`src/rtl/iob_ram_rd_streamer.sv`:
```
`default_nettype none
// ============================================================================
//  Module      : iob_ram_rd_streamer
//  Description : Read-side engine for one port of a dual-port RAM. Walks a
//                contiguous (wrapping) address range, absorbs the RAM's
//                one-cycle read latency and presents the words as a
//                valid/ready stream with a last-beat flag. A 2-entry output
//                buffer gives full throughput with lossless backpressure.
//  Revision    : 1.0 - initial release
// ============================================================================
module iob_ram_rd_streamer #(
    parameter int DATA_W = 8,
    parameter int ADDR_W = 6
) (
    input  logic              clk,
    input  logic              rst,
    input  logic              start,
    input  logic [ADDR_W-1:0] start_addr,
    input  logic [ADDR_W:0]   len,
    output logic              busy,
    output logic              done,
    output logic              ram_en,
    output logic              ram_we,
    output logic [ADDR_W-1:0] ram_addr,
    input  logic [DATA_W-1:0] ram_dout,
    output logic              m_valid,
    input  logic              m_ready,
    output logic [DATA_W-1:0] m_data,
    output logic              m_last
);

    localparam logic [ADDR_W-1:0] c_addrOne = {{(ADDR_W-1){1'b0}}, 1'b1};
    localparam logic [ADDR_W:0]   c_cntOne  = {{ADDR_W{1'b0}}, 1'b1};
    localparam logic [ADDR_W:0]   c_cntZero = '0;

    typedef enum logic [1:0] {
        IDLE  = 2'd0,
        ISSUE = 2'd1,
        DRAIN = 2'd2
    } state_t;

    state_t            r_state;
    logic [ADDR_W-1:0] r_addr;
    logic [ADDR_W:0]   r_len;
    logic [ADDR_W:0]   r_issueCnt;
    logic [ADDR_W:0]   r_beatCnt;
    logic              r_busy;
    logic              r_done;

    // Read-return tracking and the 2-entry output buffer
    logic              r_inflight;
    logic [DATA_W-1:0] r_fifo0;
    logic [DATA_W-1:0] r_fifo1;
    logic              r_wrPtr;
    logic              r_rdPtr;
    logic [1:0]        r_count;

    logic              w_pop;
    logic              w_issue;
    logic              w_lastIssue;
    logic              w_lastBeat;
    logic [2:0]        w_occupancy;
    logic [2:0]        w_limit;

    // A read may issue only if, after this cycle's pop, the buffer plus the
    // word already in flight leaves room for it; this makes overflow impossible.
    assign w_pop       = m_valid & m_ready;
    assign w_occupancy = {1'b0, r_count} + {2'b00, r_inflight};
    assign w_limit     = 3'd2 + {2'b00, w_pop};
    assign w_issue     = (r_state == ISSUE) && (w_occupancy < w_limit);
    assign w_lastIssue = w_issue && (r_issueCnt == (r_len - c_cntOne));
    assign w_lastBeat  = w_pop && m_last;

    assign ram_en   = w_issue;
    assign ram_we   = 1'b0;
    assign ram_addr = r_addr;
    assign busy     = r_busy;
    assign done     = r_done;
    assign m_valid  = (r_count != 2'd0);
    assign m_data   = r_rdPtr ? r_fifo1 : r_fifo0;
    assign m_last   = m_valid && (r_beatCnt == (r_len - c_cntOne));

    // Control FSM: transfer sequencing, address/word/beat counters, busy/done
    always_ff @(posedge clk or posedge rst) begin
        if (rst) begin
            r_state    <= IDLE;
            r_addr     <= '0;
            r_len      <= '0;
            r_issueCnt <= '0;
            r_beatCnt  <= '0;
            r_busy     <= 1'b0;
            r_done     <= 1'b0;
        end else begin
            r_done <= 1'b0;
            case (r_state)
                IDLE: begin
                    if (start) begin
                        r_addr     <= start_addr;
                        r_len      <= len;
                        r_issueCnt <= '0;
                        r_beatCnt  <= '0;
                        if (len != c_cntZero) begin
                            r_state <= ISSUE;
                            r_busy  <= 1'b1;
                        end else begin
                            // Empty transfer completes without touching the RAM
                            r_done <= 1'b1;
                        end
                    end
                end
                ISSUE: begin
                    if (w_issue) begin
                        r_addr     <= r_addr + c_addrOne;
                        r_issueCnt <= r_issueCnt + c_cntOne;
                        if (w_lastIssue) begin
                            r_state <= DRAIN;
                        end
                    end
                    if (w_pop) begin
                        r_beatCnt <= r_beatCnt + c_cntOne;
                    end
                end
                DRAIN: begin
                    if (w_pop) begin
                        r_beatCnt <= r_beatCnt + c_cntOne;
                    end
                    if (w_lastBeat) begin
                        r_state <= IDLE;
                        r_busy  <= 1'b0;
                        r_done  <= 1'b1;
                    end
                end
                default: begin
                    r_state <= IDLE;
                    r_busy  <= 1'b0;
                end
            endcase
        end
    end

    // Datapath: capture RAM data the cycle after a read into the output buffer
    always_ff @(posedge clk or posedge rst) begin
        if (rst) begin
            r_inflight <= 1'b0;
            r_fifo0    <= '0;
            r_fifo1    <= '0;
            r_wrPtr    <= 1'b0;
            r_rdPtr    <= 1'b0;
            r_count    <= 2'd0;
        end else begin
            r_inflight <= w_issue;
            if (r_inflight) begin
                if (r_wrPtr) begin
                    r_fifo1 <= ram_dout;
                end else begin
                    r_fifo0 <= ram_dout;
                end
                r_wrPtr <= ~r_wrPtr;
            end
            if (w_pop) begin
                r_rdPtr <= ~r_rdPtr;
            end
            r_count <= r_count + {1'b0, r_inflight} - {1'b0, w_pop};
        end
    end

endmodule
`default_nettype wire
```
`config.mk`:
```
export PLATFORM = sky130hd
export DESIGN_NAME = iob_ram_rd_streamer
export DESIGN_NICKNAME = d
export VERILOG_FILES = /design/src/rtl/iob_ram_rd_streamer.sv
export SDC_FILE = /design/constraint.sdc
export NUM_CORES = 1
export LEC_CHECK = 0
export CORE_MARGIN = 1.5
export CORE_UTILIZATION = 45
export DETAILED_ROUTE_END_ITERATION = 8
export PLACE_DENSITY = 0.74
export SLEW_MARGIN = 20
export SYNTH_ARGS = -nofsm -noshare
export SYNTH_HDL_FRONTEND = slang
export SYNTH_SLANG_ARGS = --single-unit
```
`constraint.sdc`:
```
create_clock -name clk -period 2.4 [get_ports clk]
set_clock_uncertainty 0.1 [all_clocks]
set_input_delay 0.48 -clock clk [delete_from_list [all_inputs] [get_ports clk]]
set_output_delay 0.48 -clock clk [all_outputs]
set_load 0.02 [all_outputs]
```
==> metrics.txt <==
post-synthesis cell area=~0.003 mm²; setup repair after global routing missed its margin=true; post-layout power=0.00492 W; HPWL after DPL=4600 µm; number of synthesized register bits=52; Ant. Diodes=0; post-synthesis share of cell area spent on and, or, nand and nor gates=approximately 16%; clk_lat worst skew=0.30 ns; Crit Path Category=flip-flop to output pin; Syn Inst Count=280; Die Y=between 80 and 90 µm; Tmin final=between 2 and 3 ns; average detailed-routed wire length per instance=between 10 and 15 µm; Synth Flop Type=dfrtp_1; Area Growth Syn to Fin=36.9%; startpoint type of the worst setup path=flip-flop; CTS HTree Levels=2; top fanout value on the critical path=2; Clock Pin Slew Worst Setup and Hold Paths=roughly 0.1 ns; FMAX=around 370 MHz; pin count of the biggest net entering global routing=between 50 and 60; share of final-layout standard cells stronger than drive strength 1=a little under a third; Largest delay share family, worst path=simple AND/OR/NAND/NOR gates; die area=about 0.0070 mm²; result of the run=finished, violations left; average cell area after synthesis=10.4 µm²; Seq/Total Area, Yosys=between 40 and 50%; leakage power=~1.8 nW; met3 WL post-DR=between 200 and 250 µm; Worst Path Buf+Inv=1; mux share of post-synthesis cell area=a little over an eighth; power density relative to cell area=approximately 1200 mW/mm²; combinational family with the most area after synthesis=simple AND/OR/NAND/NOR gates; final count of negative-setup-slack endpoints=2; sequence of cells on the critical path=or4_4 -> or3_4 -> a22oi_2 -> and4_4 -> buf_6; maximum single-stage delay on the critical path=between 0.5 and 0.6 ns; total wire length after detailed routing=between 6000 and 7000 µm; number of flops mapped to enable cells by yosys=0; CP max stage cell=or4_4; ranking of synthesized cells by area=dfrtp_1, mux2_2, ha_1; area share of xor/xnor cells in the synthesized design=between 8 and 9%; global route overflow=0; TNS Setup=-0.330 ns; area of the core region=around 0.0063 mm²; Register-to-Register Setup Slack=-0.05 ns; Worst setup EP type=output pin; kind of path behind the tightest hold check=flip-flop to flip-flop; data required time of the critical path=between 1.5 and 2 ns; max-cap check violation count=0; Critical Path AT=2.10 ns; number of hold violations in the final report=0; Final Worst Setup Slack=-0.281 ns; utilization after layout=between 60 and 70%; maximum vdd drop=between 700 and 800 µV; row cnt=29; distinct cell type count after synthesis=48; post-route clock period utilization=112%; residual antenna-violating net count after detailed routing=0; number of I/O pins=45; clock tree from TritonCTS=built; commonest cells in the netlist=dfrtp_1, mux2_2, nor2_1, nand2_1, xor2_1; width of the die=83.5 µm; global placer's final weighted congestion=slightly above 0.8; Initial Util=between 40% and 50%; Max Slew Vio Count=0; number of vias after detailed routing=2,393; initial antenna violation count=0; Async SR Flop Fraction=between 90% and 100%; fraction of synthesized cell area taken by the top area cell type=roughly 45%; number of port buffers=43; length of routed met2 wiring=around 3400 µm; overall track demand over capacity in global routing=a little under a fifth; top routing layer used=met4; violation count after the first detailed-route iteration=100; number of vias per cell=about 5.4; via count of the first global-routing pass=between 2,000 and 2,500; syn_nets=316; Yosys warning count=0; WL met1=roughly 2900 µm; compound-cell area share of the yosys netlist=9.43%; largest area contributor in the synthesized netlist=dfrtp_1; deepest clock path buffer count=2; Final nets=401; router iterations before antenna repair=4; DRC violations left=0; number of clock buffers inserted by TritonCTS=5; adder-cell area share of the yosys netlist=about 4.7%; violations in the final reports=negative setup slack; global-route wire length before repair=10,800 µm; cell with the most instances after synthesis=dfrtp_1; CTS sink count=52; clk root buf=clkbuf_8
flip-flops by register name (all words and copies together), names as in the netlist, 2 cells and up:
register / flops
r_beatCnt: 7
ram_addr: 6
r_issueCnt: 7
r_fifo1: 8
r_count: 2
r_len: 7
r_state: 2
r_fifo0: 8
worst register-to-register path, stage by stage (launching register included):
cell       delay, ns
dfrtp_1         0.41
buf_6           0.13
buf_4           0.14
nor3_4          0.23
buf_4           0.15
o211ai_1        0.13
a2111oi_4       0.33
nand4_1         0.16
a21oi_2         0.24
mux2_4          0.32
final cells by class:
cell class	count	area (µm²)
multi-input cells	204	1650
flip-flops and latches	52	1300
fillers	507	2320
well taps	77	96.3
repair buffers	89	803
inverters	13	53.8
clock inverters	3	25.0
clock buffers	5	68.8
metal layers:
layer | global-route usage [%] | up-vias
met1 | 24.4 | 1175
met2 | 33.7 | 61
met3 | 3.76 | 4
li1 | - | 1153
met4 | 3.73 | 0
met5 | 0 | -
final timing paths:
kind / depth (start not counted) / end / from
max in group asynchronous: 3 / r_issueCnt[4] / rst
min: 1 / r_wrPtr / r_wrPtr
max: 5 / m_last / r_len[3]
max reg2reg: 9 / r_state[0] / r_len[1]
min reg2reg: 1 / r_wrPtr / r_wrPtr
min in group asynchronous: 3 / r_len[3] / rst
kinds of logic (layout without fill, tap and decap cells):
group / count (synthesis) / count (layout)
DFF: 52 / 52
muxes: 35 / 35
xor gates and xnor gates: 27 / 27
other: 1 / 1
adders and majority gates: 11 / 11
buffers and inverters: 24 / 110
AOI/OAI and AO/OA: 41 / 41
and+or+nand+nor: 89 / 89
through the flow:
step                hold slack [ns]  cell area [µm²]  cells  setup WS [ns]
floorplan                     0.363             2920    280         0.0134
global placement              0.377             3700    427         -0.480
detailed placement            0.384             3700    427         -0.495
CTS                           0.402             3890    440         -0.275
global route                  0.432             4000    443         -0.338
finish                        0.406             4000    443         -0.281
layout by cell type (no fill, tap or decap), drive strengths merged, types with 2 or more instances in the layout:
cell type and count:
mux2i 3, dfrtp 52, a21o 2, xnor2 11
mux2 32, inv 14, nor2 23, clkbuf 5
and3 5, and4 5, a211oi 2, or3 3
a21oi 15, o21ai 10, nor3 8, buf 48
clkdlybuf4s50 41, nand4 3, nand2 15, nand2b 6
xor2 15, nor2b 2, nand3 12, or4 2
ha 11
where the power goes:
group	switching, W	total [W]	internal (W)
clock network	0.000310	0.000524	0.000213
registers	0.000233	0.00134	0.00110
logic	0.00143	0.00306	0.00163
total	0.00198	0.00492	0.00295
what timing repair did:
item / 4_1_cts / 5_1_grt
setup endpoints to repair: 13 / 11
setup buffers: 7 / 4
hold buffers: 0 / 0
gates resized for setup: 27 / 16
pin swaps: 11 / 7
(Power assumes the default switching activity.)
